**src/rtl/victim_cache_param_if.sv**
```systemverilog
// L2 <-> victim cache <-> pmem signal bundle.
// slave = victim cache view, master = L2/pmem environment view.
interface victim_cache_param_if #(
   parameter int ADDR_W = 16,
   parameter int LINE_W = 128
);
   logic              l2_read;
   logic              l2_write;
   logic [ADDR_W-1:0] l2_address;
   logic              l2_victim_valid;
   logic [ADDR_W-1:0] l2_victim_addr;
   logic [LINE_W-1:0] l2_wdata;
   logic              l2_victim_dirty;
   logic              l2_resp;
   logic [LINE_W-1:0] l2_rdata;
   logic              pmem_read;
   logic              pmem_write;
   logic [ADDR_W-1:0] pmem_address;
   logic [LINE_W-1:0] pmem_wdata;
   logic [LINE_W-1:0] pmem_rdata;
   logic              pmem_resp;

   modport slave (
      input  l2_read, l2_write, l2_address, l2_victim_valid, l2_victim_addr,
             l2_wdata, l2_victim_dirty, pmem_rdata, pmem_resp,
      output l2_resp, l2_rdata, pmem_read, pmem_write, pmem_address, pmem_wdata
   );

   modport master (
      output l2_read, l2_write, l2_address, l2_victim_valid, l2_victim_addr,
             l2_wdata, l2_victim_dirty, pmem_rdata, pmem_resp,
      input  l2_resp, l2_rdata, pmem_read, pmem_write, pmem_address, pmem_wdata
   );
endinterface

```
**src/rtl/victim_cache_param.sv**
```systemverilog
// Fully-associative victim cache between L2 and pmem with true-LRU replacement.
// Define VC_STATS_EN to add saturating hit/miss/write-back counters.
module victim_cache_param #(
   parameter int ENTRIES  = 4,
   parameter int ADDR_W   = 16,
   parameter int LINE_W   = 128,
   parameter int OFFSET_W = 4
) (
   input  logic        clk,
   input  logic        rst_n,
`ifdef VC_STATS_EN
   output logic [31:0] hit_count,
   output logic [31:0] miss_count,
   output logic [31:0] wb_count,
`endif
   victim_cache_param_if.slave bus
);
   localparam int TAG_W = ADDR_W - OFFSET_W;
   localparam int IDX_W = $clog2(ENTRIES);

   typedef logic [ENTRIES-1:0][IDX_W-1:0] age_t;
   typedef enum logic [2:0] {S_IDLE, S_LOOKUP, S_WB, S_FETCH, S_RESP} state_e;

   state_e                         state_q, state_d;
   logic [ENTRIES-1:0]             valid_q, valid_d, dirty_q, dirty_d;
   age_t                           age_q, age_d;
   logic [ENTRIES-1:0][TAG_W-1:0]  tag_q, tag_d;
   logic [ENTRIES-1:0][LINE_W-1:0] line_q, line_d;
   logic                           req_wr_q, req_wr_d, vic_vld_q, vic_vld_d;
   logic                           vic_dirty_q, vic_dirty_d;
   logic [TAG_W-1:0]               req_tag_q, req_tag_d, vic_tag_q, vic_tag_d;
   logic [LINE_W-1:0]              vic_data_q, vic_data_d, rdata_q, rdata_d;
   logic [IDX_W-1:0]               slot_q, slot_d;

   logic             hit, need_wb, alias_hit, ins_en, ins_keep;
   logic [IDX_W-1:0] hit_idx, repl_idx, ins_idx;
   logic             unused_offsets;

   assign unused_offsets = ^{bus.l2_address[OFFSET_W-1:0], bus.l2_victim_addr[OFFSET_W-1:0]};

   // Touched slot becomes youngest; everything younger than it ages by one.
   function automatic age_t age_touch(input age_t a, input logic [IDX_W-1:0] s);
      age_t r;
      r = a;
      for (int i = 0; i < ENTRIES; i++)
         if (a[i] < a[s]) r[i] = a[i] + IDX_W'(1);
      r[s] = '0;
      return r;
   endfunction

   function automatic age_t age_inval(input age_t a, input logic [IDX_W-1:0] s);
      age_t r;
      r = a;
      for (int i = 0; i < ENTRIES; i++)
         if (a[i] > a[s]) r[i] = a[i] - IDX_W'(1);
      r[s] = IDX_W'(ENTRIES-1);
      return r;
   endfunction

   always_comb begin
      hit      = 1'b0;
      hit_idx  = '0;
      repl_idx = '0;
      for (int i = ENTRIES-1; i >= 0; i--)
         if (valid_q[i] && tag_q[i] == req_tag_q) begin
            hit     = 1'b1;
            hit_idx = IDX_W'(i);
         end
      for (int i = 0; i < ENTRIES; i++)
         if (age_q[i] == IDX_W'(ENTRIES-1)) repl_idx = IDX_W'(i);
      // descending scan so the lowest-index invalid slot wins over LRU
      for (int i = ENTRIES-1; i >= 0; i--)
         if (!valid_q[i]) repl_idx = IDX_W'(i);
   end

   assign need_wb   = valid_q[repl_idx] & dirty_q[repl_idx];
   assign alias_hit = ~req_wr_q & vic_vld_q & (vic_tag_q == req_tag_q);

   always_ff @(posedge clk or negedge rst_n) begin
      if (!rst_n) state_q <= S_IDLE;
      else        state_q <= state_d;
   end

   always_comb begin
      state_d = state_q;
      case (state_q)
         S_IDLE:   if (bus.l2_read || bus.l2_write) state_d = S_LOOKUP;
         S_LOOKUP:
            if (req_wr_q)                state_d = (!hit && need_wb) ? S_WB : S_RESP;
            else if (alias_hit || hit)   state_d = S_RESP;
            else if (vic_vld_q && need_wb) state_d = S_WB;
            else                         state_d = S_FETCH;
         S_WB:     if (bus.pmem_resp) state_d = req_wr_q ? S_RESP : S_FETCH;
         S_FETCH:  if (bus.pmem_resp) state_d = S_RESP;
         S_RESP:   state_d = S_IDLE;
         default:  state_d = S_IDLE;
      endcase
   end

   always_comb begin
      bus.l2_resp      = (state_q == S_RESP);
      bus.pmem_read    = 1'b0;
      bus.pmem_write   = 1'b0;
      bus.pmem_address = '0;
      bus.pmem_wdata   = '0;
      case (state_q)
         S_WB: begin
            bus.pmem_write   = 1'b1;
            bus.pmem_address = {tag_q[slot_q], {OFFSET_W{1'b0}}};
            bus.pmem_wdata   = line_q[slot_q];
         end
         S_FETCH: begin
            bus.pmem_read    = 1'b1;
            bus.pmem_address = {req_tag_q, {OFFSET_W{1'b0}}};
         end
         default: ;
      endcase
   end

   assign bus.l2_rdata = rdata_q;

   // Every VC allocation (swap, insert, write update) funnels through ins_*.
   always_comb begin
      valid_d     = valid_q;
      dirty_d     = dirty_q;
      age_d       = age_q;
      tag_d       = tag_q;
      line_d      = line_q;
      req_wr_d    = req_wr_q;
      req_tag_d   = req_tag_q;
      vic_vld_d   = vic_vld_q;
      vic_tag_d   = vic_tag_q;
      vic_data_d  = vic_data_q;
      vic_dirty_d = vic_dirty_q;
      rdata_d     = rdata_q;
      slot_d      = slot_q;
      ins_en      = 1'b0;
      ins_keep    = 1'b0;
      ins_idx     = repl_idx;
      case (state_q)
         S_IDLE: if (bus.l2_read || bus.l2_write) begin
            req_wr_d    = bus.l2_write;
            req_tag_d   = bus.l2_address[ADDR_W-1:OFFSET_W];
            vic_vld_d   = bus.l2_write | bus.l2_victim_valid;
            vic_tag_d   = bus.l2_write ? bus.l2_address[ADDR_W-1:OFFSET_W]
                                       : bus.l2_victim_addr[ADDR_W-1:OFFSET_W];
            vic_data_d  = bus.l2_wdata;
            vic_dirty_d = bus.l2_victim_dirty;
         end
         S_LOOKUP: begin
            slot_d = repl_idx;
            if (req_wr_q) begin
               if (hit) begin
                  ins_en   = 1'b1;
                  ins_idx  = hit_idx;
                  ins_keep = 1'b1;
               end else begin
                  ins_en = ~need_wb;
               end
            end else if (alias_hit) begin
               rdata_d = vic_data_q;
               if (hit) begin
                  ins_en  = 1'b1;
                  ins_idx = hit_idx;
               end
            end else if (hit) begin
               rdata_d = line_q[hit_idx];
               if (vic_vld_q) begin
                  ins_en  = 1'b1;
                  ins_idx = hit_idx;
               end else begin
                  valid_d[hit_idx] = 1'b0;
                  dirty_d[hit_idx] = 1'b0;
                  age_d            = age_inval(age_q, hit_idx);
               end
            end else if (vic_vld_q) begin
               ins_en = ~need_wb;
            end
         end
         S_WB: if (bus.pmem_resp) begin
            ins_en  = 1'b1;
            ins_idx = slot_q;
         end
         S_FETCH: if (bus.pmem_resp) rdata_d = bus.pmem_rdata;
         default: ;
      endcase
      if (ins_en) begin
         tag_d[ins_idx]   = vic_tag_q;
         line_d[ins_idx]  = vic_data_q;
         valid_d[ins_idx] = 1'b1;
         dirty_d[ins_idx] = vic_dirty_q | (ins_keep & dirty_q[ins_idx]);
         age_d            = age_touch(age_q, ins_idx);
      end
   end

   always_ff @(posedge clk or negedge rst_n) begin
      if (!rst_n) begin
         valid_q     <= '0;
         dirty_q     <= '0;
         for (int i = 0; i < ENTRIES; i++) age_q[i] <= IDX_W'(i);
         tag_q       <= '0;
         line_q      <= '0;
         req_wr_q    <= 1'b0;
         req_tag_q   <= '0;
         vic_vld_q   <= 1'b0;
         vic_tag_q   <= '0;
         vic_data_q  <= '0;
         vic_dirty_q <= 1'b0;
         rdata_q     <= '0;
         slot_q      <= '0;
      end else begin
         valid_q     <= valid_d;
         dirty_q     <= dirty_d;
         age_q       <= age_d;
         tag_q       <= tag_d;
         line_q      <= line_d;
         req_wr_q    <= req_wr_d;
         req_tag_q   <= req_tag_d;
         vic_vld_q   <= vic_vld_d;
         vic_tag_q   <= vic_tag_d;
         vic_data_q  <= vic_data_d;
         vic_dirty_q <= vic_dirty_d;
         rdata_q     <= rdata_d;
         slot_q      <= slot_d;
      end
   end

`ifdef VC_STATS_EN
   logic [31:0] hit_cnt_q, hit_cnt_d, miss_cnt_q, miss_cnt_d, wb_cnt_q, wb_cnt_d;

   always_comb begin
      hit_cnt_d  = hit_cnt_q;
      miss_cnt_d = miss_cnt_q;
      wb_cnt_d   = wb_cnt_q;
      if (state_q == S_LOOKUP && !req_wr_q) begin
         if (alias_hit || hit) hit_cnt_d  = hit_cnt_q + {31'b0, hit_cnt_q != '1};
         else                  miss_cnt_d = miss_cnt_q + {31'b0, miss_cnt_q != '1};
      end
      if (state_q == S_WB && bus.pmem_resp)
         wb_cnt_d = wb_cnt_q + {31'b0, wb_cnt_q != '1};
   end

   always_ff @(posedge clk or negedge rst_n) begin
      if (!rst_n) begin
         hit_cnt_q  <= '0;
         miss_cnt_q <= '0;
         wb_cnt_q   <= '0;
      end else begin
         hit_cnt_q  <= hit_cnt_d;
         miss_cnt_q <= miss_cnt_d;
         wb_cnt_q   <= wb_cnt_d;
      end
   end

   assign hit_count  = hit_cnt_q;
   assign miss_count = miss_cnt_q;
   assign wb_count   = wb_cnt_q;
`endif
endmodule

```
**src/flat_wrapper.sv**
```systemverilog
// flat-port wrapper written by rule: the top's interface ports become plain ports
module victim_cache_param_flat 
#(
   parameter int ENTRIES  = 4,
   parameter int ADDR_W   = 16,
   parameter int LINE_W   = 128,
   parameter int OFFSET_W = 4
)
  (clk, rst_n, bus_l2_read, bus_l2_write, bus_l2_address, bus_l2_victim_valid, bus_l2_victim_addr, bus_l2_wdata, bus_l2_victim_dirty, bus_pmem_rdata, bus_pmem_resp, bus_l2_resp, bus_l2_rdata, bus_pmem_read, bus_pmem_write, bus_pmem_address, bus_pmem_wdata);
  victim_cache_param_if #(.ADDR_W(ADDR_W), .LINE_W(LINE_W)) bus_i ();
  input  logic clk;
  input  logic rst_n;
  input wire logic [$bits(bus_i.l2_read)-1:0] bus_l2_read;
  input wire logic [$bits(bus_i.l2_write)-1:0] bus_l2_write;
  input wire logic [$bits(bus_i.l2_address)-1:0] bus_l2_address;
  input wire logic [$bits(bus_i.l2_victim_valid)-1:0] bus_l2_victim_valid;
  input wire logic [$bits(bus_i.l2_victim_addr)-1:0] bus_l2_victim_addr;
  input wire logic [$bits(bus_i.l2_wdata)-1:0] bus_l2_wdata;
  input wire logic [$bits(bus_i.l2_victim_dirty)-1:0] bus_l2_victim_dirty;
  input wire logic [$bits(bus_i.pmem_rdata)-1:0] bus_pmem_rdata;
  input wire logic [$bits(bus_i.pmem_resp)-1:0] bus_pmem_resp;
  output wire logic [$bits(bus_i.l2_resp)-1:0] bus_l2_resp;
  output wire logic [$bits(bus_i.l2_rdata)-1:0] bus_l2_rdata;
  output wire logic [$bits(bus_i.pmem_read)-1:0] bus_pmem_read;
  output wire logic [$bits(bus_i.pmem_write)-1:0] bus_pmem_write;
  output wire logic [$bits(bus_i.pmem_address)-1:0] bus_pmem_address;
  output wire logic [$bits(bus_i.pmem_wdata)-1:0] bus_pmem_wdata;
  assign bus_i.l2_read = bus_l2_read;
  assign bus_i.l2_write = bus_l2_write;
  assign bus_i.l2_address = bus_l2_address;
  assign bus_i.l2_victim_valid = bus_l2_victim_valid;
  assign bus_i.l2_victim_addr = bus_l2_victim_addr;
  assign bus_i.l2_wdata = bus_l2_wdata;
  assign bus_i.l2_victim_dirty = bus_l2_victim_dirty;
  assign bus_i.pmem_rdata = bus_pmem_rdata;
  assign bus_i.pmem_resp = bus_pmem_resp;
  assign bus_l2_resp = bus_i.l2_resp;
  assign bus_l2_rdata = bus_i.l2_rdata;
  assign bus_pmem_read = bus_i.pmem_read;
  assign bus_pmem_write = bus_i.pmem_write;
  assign bus_pmem_address = bus_i.pmem_address;
  assign bus_pmem_wdata = bus_i.pmem_wdata;
  victim_cache_param #(.ENTRIES(ENTRIES), .ADDR_W(ADDR_W), .LINE_W(LINE_W), .OFFSET_W(OFFSET_W)) u_core (.clk(clk), .rst_n(rst_n), .bus(bus_i));
endmodule
```
**config.mk**
```make
export PLATFORM = sky130hd
export DESIGN_NAME = victim_cache_param_flat
export DESIGN_NICKNAME = d
export VERILOG_FILES = /design/src/rtl/victim_cache_param_if.sv /design/src/rtl/victim_cache_param.sv /design/src/flat_wrapper.sv
export SDC_FILE = /design/constraint.sdc
export NUM_CORES = 2
export LEC_CHECK = 0
export CAP_MARGIN = 20
export CORE_ASPECT_RATIO = 0.8
export CORE_MARGIN = 8
export CORE_UTILIZATION = 50
export CTS_BUF_LIST = sky130_fd_sc_hd__clkbuf_4 sky130_fd_sc_hd__clkbuf_8 sky130_fd_sc_hd__clkbuf_16
export DETAILED_ROUTE_END_ITERATION = 10
export GPL_ROUTABILITY_DRIVEN = 0
export PLACE_DENSITY = 0.81
export SLEW_MARGIN = 20
export SYNTH_ARGS = -nofsm -noshare
export SYNTH_HDL_FRONTEND = slang
export SYNTH_SLANG_ARGS = --single-unit
```
**constraint.sdc**
```tcl
create_clock -name clk -period 4.7 [get_ports clk]
set_input_delay 0.47 -clock clk [delete_from_list [all_inputs] [get_ports clk]]
set_output_delay 0.47 -clock clk [all_outputs]
set_load 0.02 [all_outputs]
```
# Word-level counts from Yosys, hierarchy flattened

Cells that the tools add are included.

Logic and storage cells: 232
Register bits: 864
Output and inout port bits: 275
Input port bits: 295

$lt $le $gt $ge: 14
Bitwise gates (word level): 15
Multiplexer cells: 133
Reduce and logical (&&, ||, !) cells: 19
Equal/unequal tests: 20
Add/subtract/negate cells: 8

Operator list:

| operator            | number |
|---|---|
| $mux 128            | 8 |
| $bmux 128 s2        | 2 |
| $bwmux 512          | 1 |
| $demux 128 s2       | 1 |
| $pmux 128 s2        | 1 |
| $mux 2              | 52 |
| $eq 12x12->1        | 5 |
| $bwmux 48           | 1 |
| $mux 4              | 12 |
| $mux 8              | 6 |
| $mux 12             | 3 |
| $pmux 16 s2         | 1 |
| $bmux 12 s2         | 1 |
| $demux 12 s2        | 1 |
| $mux 1              | 23 |
| $mux 3              | 7 |
| $lt 2x3->1 const B  | 4 |
| $ne 2x2->1 const B  | 6 |
| $pmux 3 s4          | 1 |
| $add 2x1->2 const B | 4 |
| $and 4x4->4         | 2 |
| $and 8x8->8         | 1 |
| $bmux 2 s2          | 2 |
| $demux 2 s2         | 2 |
| 31 further kinds    | 62 |

# Depth between registers and ports, before layout

Word-level depth: 22
Gate-level depth with buffers: 20
Depth with buffers taken out: 16

# Least setup slack after synthesis

Ideal clock, no wire load.

Kind: register to register
From: register u_core.req_tag_q[7]
To: register u_core.age_q[5] (netlist name)
Buffers on the path: 4
Slack: 0.805 ns
Data required time: 4.607 ns
Setup time: 0.093 ns
Stages on the path, launching flop included: 20
Period minus slack after synthesis: 3.895 ns
Data arrival time: 3.802 ns
Cells stage by stage: dfrtp_1 buf_2 xnor2_1 nand4_1 or4_4 a21oi_1 buf_2 buf_4 buf_4 mux2i_1 nand2_1 o221ai_1 ha_1 nor2b_1 o21ai_0 a21oi_1 nor2_1 a211oi_1 a2111oi_0 nor3_1

Word-level cells in the longest chain between the ends: 22
Elaborated cells on any way between the ends: 69
Those cells by class: order compare: 6; eq/ne: 8; mux: 42; bitwise: 4; reduce/logical: 9

RTL lines:

| what                         | RTL line                  | source |
|---|---|---|
| from (decl)                  | victim_cache_param.sv:31  | `logic [TAG_W-1:0] req_tag_q, req_tag_d, vic_tag_q, vic_tag_d;` |
| from (signal assigned)       | victim_cache_param.sv:218 | `req_tag_q <= req_tag_d;` |
| $eq 12x12->1                 | victim_cache_param.sv:65  | `if (valid_q[i] && tag_q[i] == req_tag_q) begin` |
| $logic_and 1x1->1            | victim_cache_param.sv:65  |  |
| $mux 2 (4 in a row)          | victim_cache_param.sv:65  |  |
| $bmux 2 s2                   | victim_cache_param.sv:55  | `if (a[i] > a[s]) r[i] = a[i] - IDX_W'(1);` |
| $mux 2 (not written as such) | victim_cache_param.sv:55  |  |
| $gt 2x2->1                   | victim_cache_param.sv:55  |  |
| $mux 2                       | victim_cache_param.sv:55  |  |
| $mux 2                       | victim_cache_param.sv:168 | `if (vic_vld_q) begin` |
| [... 3 more ...]             | -                         |  |
| $mux 2                       | victim_cache_param.sv:140 | `case (state_q)` |
| $or 8x8->8 (no line)         | -                         |  |
| $mux 8                       | victim_cache_param.sv:168 |  |
| $mux 8                       | victim_cache_param.sv:166 | `end else if (hit) begin` |
| $mux 8                       | victim_cache_param.sv:160 | `end else if (alias_hit) begin` |
| $mux 8                       | victim_cache_param.sv:152 | `if (req_wr_q) begin` |
| $mux 8                       | victim_cache_param.sv:140 |  |
| $mux 8                       | victim_cache_param.sv:187 | `if (ins_en) begin` |
| to (signal assigned)         | victim_cache_param.sv:214 | `age_q <= age_d;` |
| to (decl)                    | victim_cache_param.sv:26  | `age_t age_q, age_d;` |

Several ways; a longest one is shown, not always the timed one. The select of a mux whose other input is x is not followed.
A chain may end at the register's enable or synchronous reset.

# Worst setup path after layout

From: register u_core.req_tag_q[4]
To: register u_core.age_q[1] (netlist name)

The elaborated chain is that of the path after synthesis.

==> impl_metrics.toml <==
[placement]
dpl.hpwl_um = 85000
dpl-instance-area_mm2 = 0.0509
place_ws_ns = 0.283
portBuffers = 557
place_inst = 5651

[critical_path]
crit_fanout = 7
startpoint_type = "flop"
r2r.worst_path.cells = 14
slowest_stage = "or4_4"
max_stage_delay_ns = 0.59
critPathBufInv = 0
worstPathCellList = "xnor2_1 > nand4_1 > or4_4 > a21oi_1 > o31a_1 > nand2_1 > nand2_1 > nand2_1 > o21ai_0 > ha_1 > or3_1 > o211ai_1 > o21ai_0 > a211o_1"
crit_family = "simple AND/OR/NAND/NOR gates"
worst_ep_required_time_ns = 5.24
worstReg2RegEnd = "u_core.age_q[1]"
r2r-start = "u_core.req_tag_q[4]"
critical_path_arrival_ns = 4.91
crit_top_cell = "nand2_1"
critPathCaptureType = "flop"
critical_path_class = "flop to flop"
r2r_slack_ns = 0.32

[synth]
yosysTopAreaCellShare_pct = 48.7
synthesis.area_mm2 = 0.0442
synth_common_cells = "nand2_1 (899), dfrtp_1 (860), mux2_2 (397)"
ys_types = 77
synth_seq_cells = 864
syn_area_per_cell_um2 = 10.7
seq_area_frac_synth_pct = 48.9
ys.warnings.count = 0
synthFlopType = "dfrtp_1"
synth_edf_count = 0
postSynth.asyncResetShare_pct = 100
synth_top_cells_by_area = "dfrtp_1 (49%), mux2_2 (10%), nand2_1 (7.6%)"
synth_top_area_cell = "dfrtp_1"
yosysMostFrequentCell = "nand2_1"
netlist_instances = 4148

[clocking]
clk_latency_ns = 0.66
h-tree-depth = 3
root_buffer = "clkbuf_16"
cts_tree = "built"
clk_path_buf_depth = 3
clk_pin_slew_ns = 0.06
cts_sinks = 864
numCtsBuffers = 90

[sta]
worstMarginPinSlew_ns = 1.01
worst_hold_slack_ns = 0.372
post-route-min-period_ns = 4.38
setup_viol = 0
clock_skew_ns = 0.0258
slew_viol_final = 0
postLayoutSetupSlackWorst_ns = 0.323
tns_ns = 0
period_share_pct = 93.1
hold_viol_final = 0
relSlewSlack_pct = 32.7
rsz0062_at_grt = "no"
max_freq_ghz = 0.228

[global_routing]
grt_max_degree = 166
antenna_found_initial = 11
grt_pass1_wl_um = 213000
overflow = 0
grt_util_all_layers_pct = 27.2
first_global_vias = 36400

[floorplanning]
die_h_um = 282
rows = 97
pin_count = 570
die_area_mm2 = 0.0983
initial_core_util_pct = 50.5
dieWidth_um = 348
placeableCoreArea_mm2 = 0.0876

[hold_path]
hold_end = "u_core.bus.l2_rdata[57]"
min_from = "bus_pmem_rdata[57]"
hold_path.class = "input pin to flop"
min_path_cells = 3

[route]
wl_per_cell_um = 23.4
viasPerCell = 6.02
num_vias = 35100
drcViolationCount = 0
wl_um = 137000
drt-pass1-iter-count = 6
drtIter0Drc = 3026
ant_nets = 0

[finish]
finalNonFillerCells = 5825
final_util_pct = 61.7
design_area_mm2 = 0.0541
drive_gt1_share_pct = 17.9
area_delta_synth_final_pct = 22.3
nNetsFinal = 4866

[flow_run]
cap_viol_max_count = 0

[power]
cellPowerDensity_mw_per_mm2 = 694
ir_drop_mv = 0.545
finalPower_mw = 37.5
p_leak_nw = 23.4

[status]
outcome = "completed"
## how the worst max path moves through the flow
stage                                    from               to  slack, ns  cells after the start
after floorplan           u_core.req_tag_q[7]  u_core.age_q[5]       0.81                     19
after global placement    u_core.req_tag_q[3]  u_core.age_q[1]       0.38                     14
after detailed placement  u_core.req_tag_q[1]  u_core.age_q[1]       0.28                     14
after CTS                 u_core.req_tag_q[1]  u_core.age_q[1]       0.27                     14
after global routing      u_core.req_tag_q[1]  u_core.age_q[0]       0.06                     15
final                     u_core.req_tag_q[4]  u_core.age_q[1]       0.32                     14
## sequential cells by signal, indices dropped and copies added (netlist names)
name / flops
u_core.slot_q: 2
u_core.req_tag_q: 12
u_core.age_q: 8
u_core.vic_data_q: 128
u_core.req_wr_q: 1
u_core.line_q: 512
u_core.bus.l2_rdata: 128
u_core.vic_dirty_q: 1
u_core.dirty_q: 4
u_core.vic_vld_q: 1
u_core.state_q: 3
u_core.valid_q: 4
u_core.vic_tag_q: 12
u_core.tag_q: 48
## layout by cell type, fill, tap and decap left out, types with 9 or more instances in the layout
cell type          n
nand2_1          898
dfrtp_1          858
clkdlybuf4s50_1  556
mux2_2           397
a21oi_1          361
nor2_1           277
mux4_2           140
mux2_1           135
and2_1           129
a22o_1           123
a211oi_1         116
clkbuf_16         92
buf_4             52
xnor2_1           50
o211ai_1          40
mux2i_1           33
buf_12            32
o21ai_0           27
clkbuf_4          25
a31oi_1           22
clkbuf_8          22
a22oi_1           20
nand4_1           17
inv_1             16
ha_1              15
nand3_1           14
nor3_1            14
clkinv_2          12
nor2b_1            9
## worst min-delay path, cell delays in order
cell and delay (ns):
clkdlybuf4s50_1 0.40, nand2_1 0.05, a31oi_1 0.07
## cell type report
type                    instances  area [um2]
diodes                          7        17.5
clock buffers                 139        2790
clock inverters                27         360
fillers                      6695       33600
inverters                      18        80.1
multi-input cells            2940       21100
flip-flops and latches        864       21600
well taps                    1188        1490
repair buffers                642        6620
## where the power goes
part	internal, mW	leakage (nW)	total, mW	switching, mW
Sequential	10.9	10.8	14.2	3.31
Combinational	7.95	11.1	15.8	7.88
Clock	4.41	1.58	7.52	3.11
Total	23.2	23.4	37.5	14.3
## metal layers
layer | wire, um | track usage (%) | vias up | share of wire [%]
met3 | 13200 | 7.13 | 281 | 9.6
li1 | - | - | 15400 | -
met1 | 54800 | 35.9 | 17800 | 40
met4 | 3850 | 8.56 | 12 | 2.8
met2 | 64700 | 44.2 | 1591 | 47
met5 | 74 | 0 | - | 0.054
## kinds of logic after synthesis
family	synth area share [%]
AOI/OAI and AO/OA	11.0
xor gates and xnor gates	1.24
adders and majority gates	0.424
buffers and inverters	3.70
DFF	48.9
muxes	21.4
other	0.00848
and+or+nand+nor	13.3
## timing repair
item,in CTS,in global routing
resized for setup,0,2
hold buffers,1,0
setup endpoints to repair,0,3
buffers inserted,0,0
hold endpoints to repair,78,0
No activity file was read; power rests on OpenSTA's default activity.
